**config.mk**
```make
export PLATFORM = sky130hd
export DESIGN_NAME = imem_dump_reader
export DESIGN_NICKNAME = d
export VERILOG_FILES = /design/src/rtl/imem_dump_reader.sv
export SDC_FILE = /design/constraint.sdc
export NUM_CORES = 1
export LEC_CHECK = 0
export BUFFER_PORTS_ARGS = -buffer_cell sky130_fd_sc_hd__buf_2
export CORE_MARGIN = 3
export CORE_UTILIZATION = 57
export DETAILED_ROUTE_END_ITERATION = 16
export GPL_ROUTABILITY_DRIVEN = 0
export PLACE_DENSITY_LB_ADDON = 0.15
export RECOVER_POWER = 100
export SYNTH_ARGS = -nofsm -noshare
export SYNTH_HDL_FRONTEND = slang
export SYNTH_SLANG_ARGS = --single-unit
```
**constraint.sdc**
```tcl
create_clock -name clk -period 2.7 [get_ports clk]
set_input_delay 0.54 -clock clk [delete_from_list [all_inputs] [get_ports clk]]
set_output_delay 0.54 -clock clk [all_outputs]
set_load 0.02 [all_outputs]
```
**src/rtl/imem_dump_reader.sv**
```systemverilog
// imem_dump_reader: debug readback engine for the instruction memory.
// On an accepted start it walks the inclusive range first_addr..last_addr, issues one read per
// address and serialises each 16-bit word as two bytes (high byte first) on a valid/ready stream.
//
// Optional feature: define IMEM_DUMP_CHECKSUM_EN to append an 8-bit XOR checksum of all
// transferred data bytes as one extra byte after the last word.
//
// Ports:
//   clk, rst_n          clock (rising edge), asynchronous active-low reset
//   start               one-cycle dump request, sampled only when idle
//   first_addr          first address to dump, latched on accepted start
//   last_addr           last address to dump (inclusive), latched on accepted start
//   busy                high from the cycle after accepted start through the done cycle
//   done                one-cycle pulse after the final byte is transferred
//   err                 one-cycle pulse when start is rejected (first_addr > last_addr)
//   mem_addr, mem_re    instruction memory read address / read enable (one cycle per word)
//   mem_rdata           read data, valid READ_LAT cycles after mem_re
//   tx_data, tx_valid   byte stream out
//   tx_ready            sink ready; a byte moves on an edge with tx_valid && tx_ready
module imem_dump_reader #(
    parameter int unsigned ADDR_W   = 8,
    parameter int unsigned READ_LAT = 1
) (
    input  logic              clk,
    input  logic              rst_n,
    input  logic              start,
    input  logic [ADDR_W-1:0] first_addr,
    input  logic [ADDR_W-1:0] last_addr,
    output logic              busy,
    output logic              done,
    output logic              err,
    output logic [ADDR_W-1:0] mem_addr,
    output logic              mem_re,
    input  logic [15:0]       mem_rdata,
    output logic [7:0]        tx_data,
    output logic              tx_valid,
    input  logic              tx_ready
);

    localparam logic [2:0] StIdle   = 3'd0;
    localparam logic [2:0] StRead   = 3'd1;
    localparam logic [2:0] StWait   = 3'd2;
    localparam logic [2:0] StSendHi = 3'd3;
    localparam logic [2:0] StSendLo = 3'd4;
    localparam logic [2:0] StDone   = 3'd5;
`ifdef IMEM_DUMP_CHECKSUM_EN
    localparam logic [2:0] StCksum  = 3'd6;
`endif

    // Wait-state index on which mem_rdata is valid.
    localparam logic [1:0] WaitLast = 2'(READ_LAT - 1);

    logic [2:0]        state_q, state_d;
    logic [ADDR_W-1:0] cur_q, cur_d;
    logic [ADDR_W-1:0] last_q, last_d;
    logic [15:0]       word_q, word_d;
    logic [1:0]        cnt_q, cnt_d;
    logic              err_q, err_d;
    logic              xfer;
`ifdef IMEM_DUMP_CHECKSUM_EN
    logic [7:0]        cksum_q, cksum_d;
`endif

    assign xfer = tx_valid && tx_ready;

    always_comb begin
        state_d = state_q;
        cur_d   = cur_q;
        last_d  = last_q;
        word_d  = word_q;
        cnt_d   = cnt_q;
        err_d   = 1'b0;
`ifdef IMEM_DUMP_CHECKSUM_EN
        cksum_d = cksum_q;
        if (xfer && state_q != StCksum) begin
            cksum_d = cksum_q ^ tx_data;
        end
`endif
        case (state_q)
            StIdle: begin
                if (start) begin
                    if (first_addr <= last_addr) begin
                        cur_d   = first_addr;
                        last_d  = last_addr;
                        state_d = StRead;
`ifdef IMEM_DUMP_CHECKSUM_EN
                        cksum_d = 8'h00;
`endif
                    end else begin
                        err_d = 1'b1;
                    end
                end
            end
            StRead: begin
                cnt_d   = 2'd0;
                state_d = StWait;
            end
            StWait: begin
                if (cnt_q == WaitLast) begin
                    word_d  = mem_rdata;
                    state_d = StSendHi;
                end else begin
                    cnt_d = cnt_q + 2'd1;
                end
            end
            StSendHi: begin
                if (tx_ready) begin
                    state_d = StSendLo;
                end
            end
            StSendLo: begin
                if (tx_ready) begin
                    // Compare before incrementing so the top address never wraps to 0.
                    if (cur_q == last_q) begin
`ifdef IMEM_DUMP_CHECKSUM_EN
                        state_d = StCksum;
`else
                        state_d = StDone;
`endif
                    end else begin
                        cur_d   = cur_q + 1'b1;
                        state_d = StRead;
                    end
                end
            end
`ifdef IMEM_DUMP_CHECKSUM_EN
            StCksum: begin
                if (tx_ready) begin
                    state_d = StDone;
                end
            end
`endif
            StDone: begin
                state_d = StIdle;
            end
            default: begin
                state_d = StIdle;
            end
        endcase
    end

    always_ff @(posedge clk or negedge rst_n) begin
        if (!rst_n) begin
            state_q <= StIdle;
            cur_q   <= '0;
            last_q  <= '0;
            word_q  <= 16'h0000;
            cnt_q   <= 2'd0;
            err_q   <= 1'b0;
`ifdef IMEM_DUMP_CHECKSUM_EN
            cksum_q <= 8'h00;
`endif
        end else begin
            state_q <= state_d;
            cur_q   <= cur_d;
            last_q  <= last_d;
            word_q  <= word_d;
            cnt_q   <= cnt_d;
            err_q   <= err_d;
`ifdef IMEM_DUMP_CHECKSUM_EN
            cksum_q <= cksum_d;
`endif
        end
    end

    always_comb begin
        busy     = (state_q != StIdle);
        done     = (state_q == StDone);
        err      = err_q;
        mem_re   = (state_q == StRead);
        // cur_q only changes on the edge into READ, so the address holds between reads.
        mem_addr = cur_q;
        tx_valid = 1'b0;
        tx_data  = 8'h00;
        case (state_q)
            StSendHi: begin
                tx_valid = 1'b1;
                tx_data  = word_q[15:8];
            end
            StSendLo: begin
                tx_valid = 1'b1;
                tx_data  = word_q[7:0];
            end
`ifdef IMEM_DUMP_CHECKSUM_EN
            StCksum: begin
                tx_valid = 1'b1;
                tx_data  = cksum_q;
            end
`endif
            default: begin
                tx_valid = 1'b0;
                tx_data  = 8'h00;
            end
        endcase
    end

endmodule

```
==> results.yml <==
cts:
  worstSkewPairLatency_ns: 0.29
  post_cts.repair.setup_buffers: 0
  cts-resized-gates: 0
  path_clk_slew_ns: 0.08
  tritoncts_clock_tree: "done"
  clockRootBuffer: "sky130_fd_sc_hd__clkbuf_8"
  tritoncts_buffers: 5
  postCtsHoldBufs: 0
  cts_max_path_buffers: 2
  cts_sinks: 38
  h-tree-depth: 2
floorplan:
  die_w_um: 69.0
  die_height_um: 69.0
  initial_core_util: 0.605
  coreArea_mm2: 0.00374
  rows: 22
  die_area_mm2: 0.00477
  io_pins: 57
finish:
  fin_nets: 312
  layout-area-overhead-vs-synth_pct: 15.7
  fillerInstances: 320
  antenna_cells_inserted: 0
  instances_no_fill: 315
  final_layout_size_suffix_gt1_frac: 0.247
timing:
  layout_min_cycle_time_ns: 2.36
  layout_worst_path_cycle_share: 0.876
  finalMaxSlewViolations: 39
  setup_viol: 0
  max_freq_ghz: 0.423
  max_slew_margin: -0.320
  clock-skew-final_ns: 0.00625
  timing.final.ws_setup_ns: 0.335
  rsz_0062_raised_after_global_routing: "no"
  tightest_slew_ns: 1.98
  hold_violations: 0
  final.setup.tns_ns: 0
hold_path:
  min_from: "mem_rdata[11]"
  hold_end: "word_q[11]$_DFFE_PN0P_"
  hold_path_depth: 2
  min_path_type: "in2reg"
synth:
  synth_enable_flop_cells: 0
  synthDominantCellAreaShare: 0.420
  avgSynthCellArea_um2: 10.7
  post_synthesis_share_of_cell_area_spent_on_xor_and_xnor_gates: 0.0309
  share_of_async_settable_or_async_resettable_flops_after_synthesis: 1.00
  synth_top_cells_by_count: "38 x sky130_fd_sc_hd__dfrtp_1, 16 x sky130_fd_sc_hd__inv_1, 14 x sky130_fd_sc_hd__mux2_2, 12 x sky130_fd_sc_hd__nor2_1, 11 x sky130_fd_sc_hd__nand2_1"
  synth.top_cells.by_area: "sky130_fd_sc_hd__dfrtp_1 42%, sky130_fd_sc_hd__mux2_2 7.0%, sky130_fd_sc_hd__ha_1 5.5%"
  combinational_family_with_the_most_area_after_synthesis: "compound AO/OA/AOI/OAI gates"
  synth_area_mm2: 0.00226
  synth_cell_type_count: 48
  synth.most_common_cell: "sky130_fd_sc_hd__dfrtp_1"
  syn_nets: 257
  synth-seq-area-share: 0.420
  yosys.area_share.simple: 0.139
  synth_ff_type: "sky130_fd_sc_hd__dfrtp_1"
  gate_count_of_the_mapped_netlist: 211
  synth-seq-cells: 38
  synth_area_in_compound_gates: 0.175
  yosys_warnings: 0
  synth-adder-area-share: 0.0552
  synth.mux.area_fraction: 0.128
  yosys.area.top_type: "sky130_fd_sc_hd__dfrtp_1"
global_routing:
  grt_pass1_wl_um: 8650
  grt_util_all_layers: 0.225
  number_of_antenna_violations_at_the_first_check_in_global_routing: 0
  vias_in_the_first_global_route: 1892
  globalRouteOverflowTotal: 0
  largest_net_degree_at_the_start_of_global_routing: 39
drt:
  routed_wl_um: 5130
  route.detailed.wl_per_inst_um: 16.3
  detail_route.iter0.violations: 184
  ant_nets: 0
  routed_via_density: 5.79
  drt_drc_violations_left: 0
  detailroute.via_count: 1824
  drt_pass1_iterations: 5
setup_path:
  critPathKind: "reg2out"
  startpoint_type: "flop"
  r2r_end: "mem_addr[0]$_DFFE_PN0P_"
  timing.critical_path.required_ns: 2.16
  worstPathMaxFanout: 13
  reg2reg_depth: 6
  start_of_the_worst_register_to_register_path: "state_q[0]$_DFFE_PN0P_"
  worst-endpoint-arrival_ns: 1.82
  r2r_setup_slack_ns: 0.43
  timing.critical_path.to_type: "output port"
outcome:
  status: "complete, but fails checks"
  violations: "max-capacitance violations, max-slew violations"
run:
  maxCapViolCount: 1
placement:
  place_worst_setup_slack_ns: 0.367
  placed_cells_incl_taps: 307
  detailed_place_hpwl_um: 3840
  io_buffer_count: 56
pwr:
  power_density_mw_per_mm2: 1140
  vdd_drop_max_v: 0.000676
  leakage_nw: 1.20
  p_total_w: 0.00298
[registers in the layout, summed over array words and instances, names as in the netlist]
name      cells
word_q       16
last_q        8
mem_addr      8
state_q       3
cnt_q         2
err           1
[how the worst max path moves through the flow]
stage                           start                 endpoint  depth (start not counted)  slack (ns)
2_1_floorplan            last_addr[1]  mem_addr[0]$_DFFE_PN0P_                          8        0.62
3_3_place_gp             last_addr[1]  mem_addr[0]$_DFFE_PN0P_                          9        0.42
3_5_place_dp             last_addr[1]  mem_addr[0]$_DFFE_PN0P_                          9        0.37
4_1_cts        state_q[0]$_DFFE_PN0P_               tx_data[5]                          4        0.35
5_1_grt        state_q[0]$_DFFE_PN0P_               tx_data[7]                          4        0.17
6_report       state_q[0]$_DFFE_PN0P_               tx_data[5]                          4        0.34
[area by class of cell]
cell class                 count  area (um^2)  share of cell area
clock inverter                 3         68.8              0.0263
inverter                      16         60.1              0.0229
timing repair buffer          58          265               0.101
multi-input combinational    147         1150               0.437
tap                           48         60.1              0.0229
sequential                    38          951               0.363
clock buffer                   5         68.8              0.0263
[metal layers]
metal / GRT usage / vias up / routed length, um
met3: 0.0685 / 15 / 306
met4: 0.0846 / 0 / 146
met2: 0.388 / 71 / 2600
met1: 0.261 / 865 / 2080
li1: - / 873 / -
met5: 0 / - / 0
[worst max-delay path, cell delays in order, from the launching register on]
cell and delay, ns:
sky130_fd_sc_hd__dfrtp_1 0.51, sky130_fd_sc_hd__nor2_1 0.20, sky130_fd_sc_hd__and2_1 0.37, sky130_fd_sc_hd__a22o_1 0.22
sky130_fd_sc_hd__clkbuf_1 0.23
[power breakdown]
group | leakage, nW | internal [W] | switching [W] | total, W
Clock | 0.0683 | 0.000370 | 0.000205 | 0.000575
Combinational | 0.676 | 0.000556 | 0.000711 | 0.00127
Sequential | 0.454 | 0.000839 | 0.000299 | 0.00114
[cell families (layout without fill, tap and decap cells)]
logic type | count (synthesis) | after routing
fa+ha+maj | 10 | 10
simple gates | 53 | 53
xor+xnor | 8 | 8
mux | 26 | 26
buf+inv | 26 | 82
flops | 38 | 38
compound gates | 50 | 50
[per-stage QoR]
stage	hold slack, ns	cell area [um^2]	util
5_1_grt	0.457	2620	0.700
4_1_cts	0.376	2700	0.721
3_5_place_dp	0.475	2560	0.684
2_1_floorplan	0.244	2260	-
6_report	0.458	2620	0.700
3_3_place_gp	0.470	2560	0.684
[layout by cell type (no fill, tap or decap), types with 4 or more instances in the layout]
cell,netlist,final
sky130_fd_sc_hd__dfrtp_1,38,38
sky130_fd_sc_hd__buf_2,3,35
sky130_fd_sc_hd__clkbuf_1,3,22
sky130_fd_sc_hd__inv_1,16,16
sky130_fd_sc_hd__mux2_2,14,14
sky130_fd_sc_hd__nor2_1,12,12
sky130_fd_sc_hd__nand2_1,11,11
sky130_fd_sc_hd__mux2_1,10,10
sky130_fd_sc_hd__ha_1,10,10
sky130_fd_sc_hd__a21oi_1,8,9
sky130_fd_sc_hd__a22o_1,8,8
sky130_fd_sc_hd__xor2_1,8,8
sky130_fd_sc_hd__o21ai_0,5,6
sky130_fd_sc_hd__a31oi_1,5,5
sky130_fd_sc_hd__clkbuf_8,0,5
sky130_fd_sc_hd__nor3_1,3,4
sky130_fd_sc_hd__and3_1,4,4
sky130_fd_sc_hd__nand2b_1,4,4
Note: power is estimated with default switching activity, not from simulation.
